[config.mk]
export PLATFORM = sky130hd
export DESIGN_NAME = serial_sub6
export DESIGN_NICKNAME = d
export VERILOG_FILES = /design/src/rtl/serial_sub6.sv
export SDC_FILE = /design/constraint.sdc
export NUM_CORES = 1
export LEC_CHECK = 0
export ABC_CLOCK_PERIOD_IN_PS = 1100
export CORE_ASPECT_RATIO = 0.8
export CORE_MARGIN = 2
export CORE_UTILIZATION = 44
export CTS_CLUSTER_SIZE = 20
export DETAILED_ROUTE_END_ITERATION = 12
export PLACE_DENSITY = 0.79
export SYNTH_ARGS = -nofsm -noshare
export SYNTH_HDL_FRONTEND = slang
export SYNTH_SLANG_ARGS = --single-unit
[constraint.sdc]
create_clock -name clk -period 1.1 [get_ports clk]
set_input_delay 0.33 -clock clk [delete_from_list [all_inputs] [get_ports clk]]
set_output_delay 0.33 -clock clk [all_outputs]
set_load 0.005 [all_outputs]
[src/rtl/serial_sub6.sv]
// +--------------------------------------------------------------------------+
// | Module      : serial_sub6                                                |
// | Description : Bit-serial two's-complement subtractor.                    |
// |               Computes diff = a - b - bin one bit per clock, LSB first,  |
// |               using a single borrow cell and shift registers.            |
// |               A start/done handshake frames each operation.              |
// | Build option: define SERIAL_SUB6_OVF_EN to add the signed overflow       |
// |               output 'ovf'. Without it the port and its logic are gone.  |
// | Ports       : clk   - system clock, rising edge                          |
// |               rst   - asynchronous active-high reset                     |
// |               start - request, sampled only while idle                   |
// |               a, b  - minuend / subtrahend, captured on accept           |
// |               bin   - borrow-in, captured on accept                      |
// |               busy  - operation in progress                              |
// |               done  - one-cycle pulse, result valid                      |
// |               diff  - result, held until the next accepted start         |
// |               bout  - borrow-out (a < b + bin, unsigned)                 |
// |               ovf   - signed overflow (SERIAL_SUB6_OVF_EN only)          |
// | Revision    : 1.0 - initial release                                      |
// +--------------------------------------------------------------------------+
`default_nettype none

module serial_sub6 #(
    parameter int WIDTH = 6
) (
    input  logic             clk,
    input  logic             rst,
    input  logic             start,
    input  logic [WIDTH-1:0] a,
    input  logic [WIDTH-1:0] b,
    input  logic             bin,
    output logic             busy,
    output logic             done,
    output logic [WIDTH-1:0] diff,
    output logic             bout
`ifdef SERIAL_SUB6_OVF_EN
    ,
    output logic             ovf
`endif
);

    localparam int              c_CW   = (WIDTH > 1) ? $clog2(WIDTH) : 1;
    localparam logic [c_CW-1:0] c_LAST = c_CW'(WIDTH - 1);

    localparam logic [0:0] c_IDLE = 1'b0;
    localparam logic [0:0] c_RUN  = 1'b1;

    logic [0:0]       r_state;
    logic [0:0]       w_state_nxt;
    logic [c_CW-1:0]  r_cnt;
    logic [WIDTH-1:0] r_a;
    logic [WIDTH-1:0] r_b;
    logic             r_br;
    logic [WIDTH-1:0] r_diff;
    logic             r_bout;
    logic             r_done;

    logic w_accept;
    logic w_last;
    logic w_ai;
    logic w_bi;
    logic w_res;
    logic w_nbr;

    // Single full-subtractor cell fed from the LSB of each operand register
    assign w_ai  = r_a[0];
    assign w_bi  = r_b[0];
    assign w_res = w_ai ^ w_bi ^ r_br;
    assign w_nbr = (~w_ai & w_bi) | (~(w_ai ^ w_bi) & r_br);

    assign w_accept = (r_state == c_IDLE) && start;
    assign w_last   = (r_state == c_RUN) && (r_cnt == c_LAST);

    // ---------------------------------------------------------------- FSM
    always_ff @(posedge clk or posedge rst) begin
        if (rst) begin
            r_state <= c_IDLE;
        end else begin
            r_state <= w_state_nxt;
        end
    end

    always_comb begin
        w_state_nxt = r_state;
        case (r_state)
            c_IDLE:  if (start)  w_state_nxt = c_RUN;
            c_RUN:   if (w_last) w_state_nxt = c_IDLE;
            default: w_state_nxt = c_IDLE;
        endcase
    end

    // ----------------------------------------------------------- datapath
    always_ff @(posedge clk or posedge rst) begin
        if (rst) begin
            r_cnt  <= '0;
            r_a    <= '0;
            r_b    <= '0;
            r_br   <= 1'b0;
            r_diff <= '0;
            r_bout <= 1'b0;
            r_done <= 1'b0;
        end else begin
            r_done <= 1'b0;
            if (w_accept) begin
                r_a   <= a;
                r_b   <= b;
                r_br  <= bin;
                r_cnt <= '0;
            end else if (r_state == c_RUN) begin
                r_a    <= r_a >> 1;
                r_b    <= r_b >> 1;
                r_br   <= w_nbr;
                // After WIDTH shifts the first result bit lands at bit 0
                r_diff <= {w_res, r_diff[WIDTH-1:1]};
                r_cnt  <= r_cnt + c_CW'(1);
                if (w_last) begin
                    r_bout <= w_nbr;
                    r_done <= 1'b1;
                end
            end
        end
    end

    assign busy = (r_state == c_RUN);
    assign done = r_done;
    assign diff = r_diff;
    assign bout = r_bout;

`ifdef SERIAL_SUB6_OVF_EN
    // Operand sign bits are shifted out during RUN, so keep copies
    logic r_amsb;
    logic r_bmsb;
    logic r_ovf;

    always_ff @(posedge clk or posedge rst) begin
        if (rst) begin
            r_amsb <= 1'b0;
            r_bmsb <= 1'b0;
            r_ovf  <= 1'b0;
        end else begin
            if (w_accept) begin
                r_amsb <= a[WIDTH-1];
                r_bmsb <= b[WIDTH-1];
            end
            // The final result bit is the sign of diff
            if (w_last) begin
                r_ovf <= (r_amsb != r_bmsb) && (w_res != r_amsb);
            end
        end
    end

    assign ovf = r_ovf;
`endif

endmodule

`default_nettype wire
==> impl_metrics.json <==
{
  "critPathArrivalTime_ps": 1460,
  "cts_buffers": 3,
  "avgSynthCellArea_um2": 12.6,
  "power.internal_mw": 2.50,
  "synth_top_area_cell": "dfrtp_1",
  "overflow": 0,
  "final_layout_size_suffix_gt1_frac": 0.313,
  "yosys_warnings": 0,
  "max_slew.worst_pin.slew_ps": 236,
  "final_max_slew_viol_count": 0,
  "crit_path_max_fanout": 2,
  "viasPerCell": 4.61,
  "final.min_clock_period_ps": 1250,
  "area.growth.synth_to_final_pct": 35.6,
  "cp_slowest_cell": "fa_1",
  "p_leak_nw": 0.770,
  "die_w_um": 60.7,
  "cts_root_buf": "clkbuf_4",
  "clockPowerShare": 0.108,
  "clock_path_buffers": 2,
  "final_nets": 151,
  "synth_cell_type_count": 21,
  "cts_tree": "built",
  "timing.hold.ws_ps": 345,
  "clock-skew-final_ps": 3.10,
  "htreeDepth": 1,
  "worst_slack_ps": -147,
  "pwr_density_cell_nw_per_um2": 2380,
  "ant_nets": 0,
  "grt_pass1_vias": 811,
  "crit_chain": "inv_2, fa_1, mux2_4",
  "fp.dieH_um": 49.4,
  "cp_top_family": "adder cells",
  "clock_latency_ps": 310,
  "synthFlopType": "dfrtp_1",
  "drc": 0,
  "swShare": 0.314,
  "vias": 770,
  "hold_viol": 0,
  "violations": "setup timing",
  "dpl.hpwl_mm": 1.45,
  "tns_ps": -727,
  "drt-total-wl_mm": 2.04,
  "sequentialPowerShare": 0.417,
  "drv_cap": 0,
  "n_fill_cell": 227,
  "place_congestion": 0.730,
  "critPathCaptureType": "flip-flop",
  "grt_max_degree": 26,
  "synth.most_common_cell": "dfrtp_1",
  "track_usage": 0.159,
  "fmax_ghz": 0.802,
  "p_sw_mw": 1.15,
  "slew_headroom": 0.843,
  "rows": 16,
  "synth-edff-count": 0,
  "firstDrtPassIters": 4,
  "design_area_um2": 1530,
  "rsz0062_at_grt": "true",
  "worst-path-buf-inv": 1,
  "crit_type": "reg -> reg",
  "ys_seq_elements": 25,
  "ios": 25,
  "max-vdd-ir-drop_v": 0.00120,
  "post-route-period-util": 1.13,
  "setup_viol": 11,
  "critPathRequiredTime_ps": 1310,
  "grt_pass1_wl_mm": 3.58,
  "synth_commonest_cells": "25 x dfrtp_1, 14 x mux2i_1, 10 x nand2_1, 6 x o21ai_1",
  "synthTopCellsByArea": "dfrtp_1 55%, mux2i_1 12%, mux2_2 4.0%",
  "cp-start-kind": "flip-flop",
  "dieArea_um2": 2990,
  "io_buffers": 24,
  "antenna_found_initial": 0,
  "syn_nets": 109,
  "syn_area_um2": 1130,
  "netlist_instances": 90,
  "max_stage_delay_ps": 460,
  "hold_class": "in -> async",
  "status": "complete, but fails checks",
  "power_frac_comb": 0.475,
  "clk_pin_slew_ps": 130,
  "diodes": 0,
  "initial_core_util": 0.463,
  "ys_seq_area_frac": 0.553,
  "core_area_um2": 2440,
  "cts.sink_count": 25,
  "drt_iter0_markers": 28,
  "async_flop_share": 1.00,
  "place_area_um2": 1480,
  "post_drt_wl_per_cell_um": 12.2,
  "synth.top_cell.area_share": 0.553
}
[sequential cells by signal, indices dropped and copies added, names as in the netlist]
register	flops
bout	1
busy	1
diff	6
done	1
r_a	6
r_b	6
r_br	1
r_cnt	3
[placed cells by master (no fill, tap or decap), drive strengths merged]
| cell type | synthesis | layout |
|---|---|---|
| buf | 6 | 27 |
| and3 | 1 | 1 |
| clkbuf | 0 | 3 |
| nor2 | 4 | 4 |
| mux2i | 14 | 14 |
| dfrtp | 25 | 25 |
| inv | 4 | 4 |
| dlygate4sd2 | 0 | 1 |
| xor2 | 1 | 1 |
| mux2 | 7 | 7 |
| fa | 1 | 1 |
| nand2 | 10 | 10 |
| o31ai | 1 | 1 |
| ha | 2 | 2 |
| o21ai | 10 | 10 |
| a31oi | 1 | 1 |
| a22o | 1 | 1 |
| a21oi | 1 | 1 |
| nand2b | 1 | 1 |
| clkinv | 0 | 1 |
| clkdlybuf4s50 | 0 | 14 |
| bufbuf | 0 | 1 |
[path summary, 6_finish.rpt]
| check | slack [ps] | end | depth (start not counted) | from |
|---|---|---|---|---|
| max in group asynchronous | 620 | r_b[1] | 3 | rst |
| min in group clk | 500 | r_a[0] | 2 | r_a[1] |
| hold / removal | 340 | r_a[5] | 3 | rst |
| setup / recovery | -150 | diff[5] | 3 | r_br |
| setup reg to reg | -150 | diff[5] | 3 | r_br |
| hold reg to reg | 500 | r_a[0] | 2 | r_a[1] |
[cells by family (layout without fill, tap and decap cells)]
| family | after synthesis | count (layout) | synth area share |
|---|---|---|---|
| AO/OA/AOI/OAI | 14 | 14 | 0.0686 |
| buffers and inverters | 10 | 51 | 0.0697 |
| AND/OR/NAND/NOR | 16 | 16 | 0.0575 |
| adder cells (fa/ha/maj) | 3 | 3 | 0.0398 |
| flip-flops | 25 | 25 | 0.553 |
| XOR/XNOR | 1 | 1 | 0.00774 |
| multiplexers | 21 | 21 | 0.204 |
[power groups by stage]
stage / Clock (mW) / Sequential (mW) / Combinational [mW]
after global placement: 0 / 1.52 / 1.63
after global routing: 0.460 / 1.57 / 1.95
after detailed placement: 0 / 1.55 / 1.71
final: 0.396 / 1.52 / 1.73
after CTS: 0.417 / 1.52 / 1.74
after floorplan: 0 / 1.54 / 0.944
[repair_timing]
item                                    in CTS  in global routing
buffers inserted                             4                  1
endpoints found under the setup margin      16                 22
endpoints found under the hold margin        0                  0
pin swaps                                    0                  0
hold buffers                                 0                  0
gates cloned                                 1                  0
gates resized for setup                     39                  2
[final cells by class]
type | instances | area (um^2) | area share
clock inverter | 1 | 5.00 | 0.00326
sequential | 25 | 626 | 0.408
clock buffer | 3 | 22.5 | 0.0147
timing repair buffer | 43 | 390 | 0.254
multi-input combinational | 55 | 430 | 0.281
inverter | 4 | 15.0 | 0.00979
tap | 36 | 45.0 | 0.0294
[worst min-delay path, cell delays in order]
cell             delay [ps]
clkdlybuf4s50_1         400
inv_1                   100
buf_12                  190
[per-layer routing]
metal | share of wire | vias up | global-route usage
li1 | - | 386 | -
met1 | 0.42 | 360 | 0.205
met2 | 0.51 | 24 | 0.274
met3 | 0.063 | 0 | 0.0477
met4 | 0 | 0 | 0.0109
met5 | 0 | - | 0
[through the flow]
stage	worst slack, ps	util	cells	power [mW]
6_report	-147	0.628	167	3.65
5_1_grt	-180	0.628	167	3.99
4_1_cts	-158	0.625	166	3.68
3_5_place_dp	-375	0.604	157	3.26
3_3_place_gp	-316	0.604	157	3.15
2_1_floorplan	-98.0	-	90	2.48
Power figures use the tool's default switching activity.
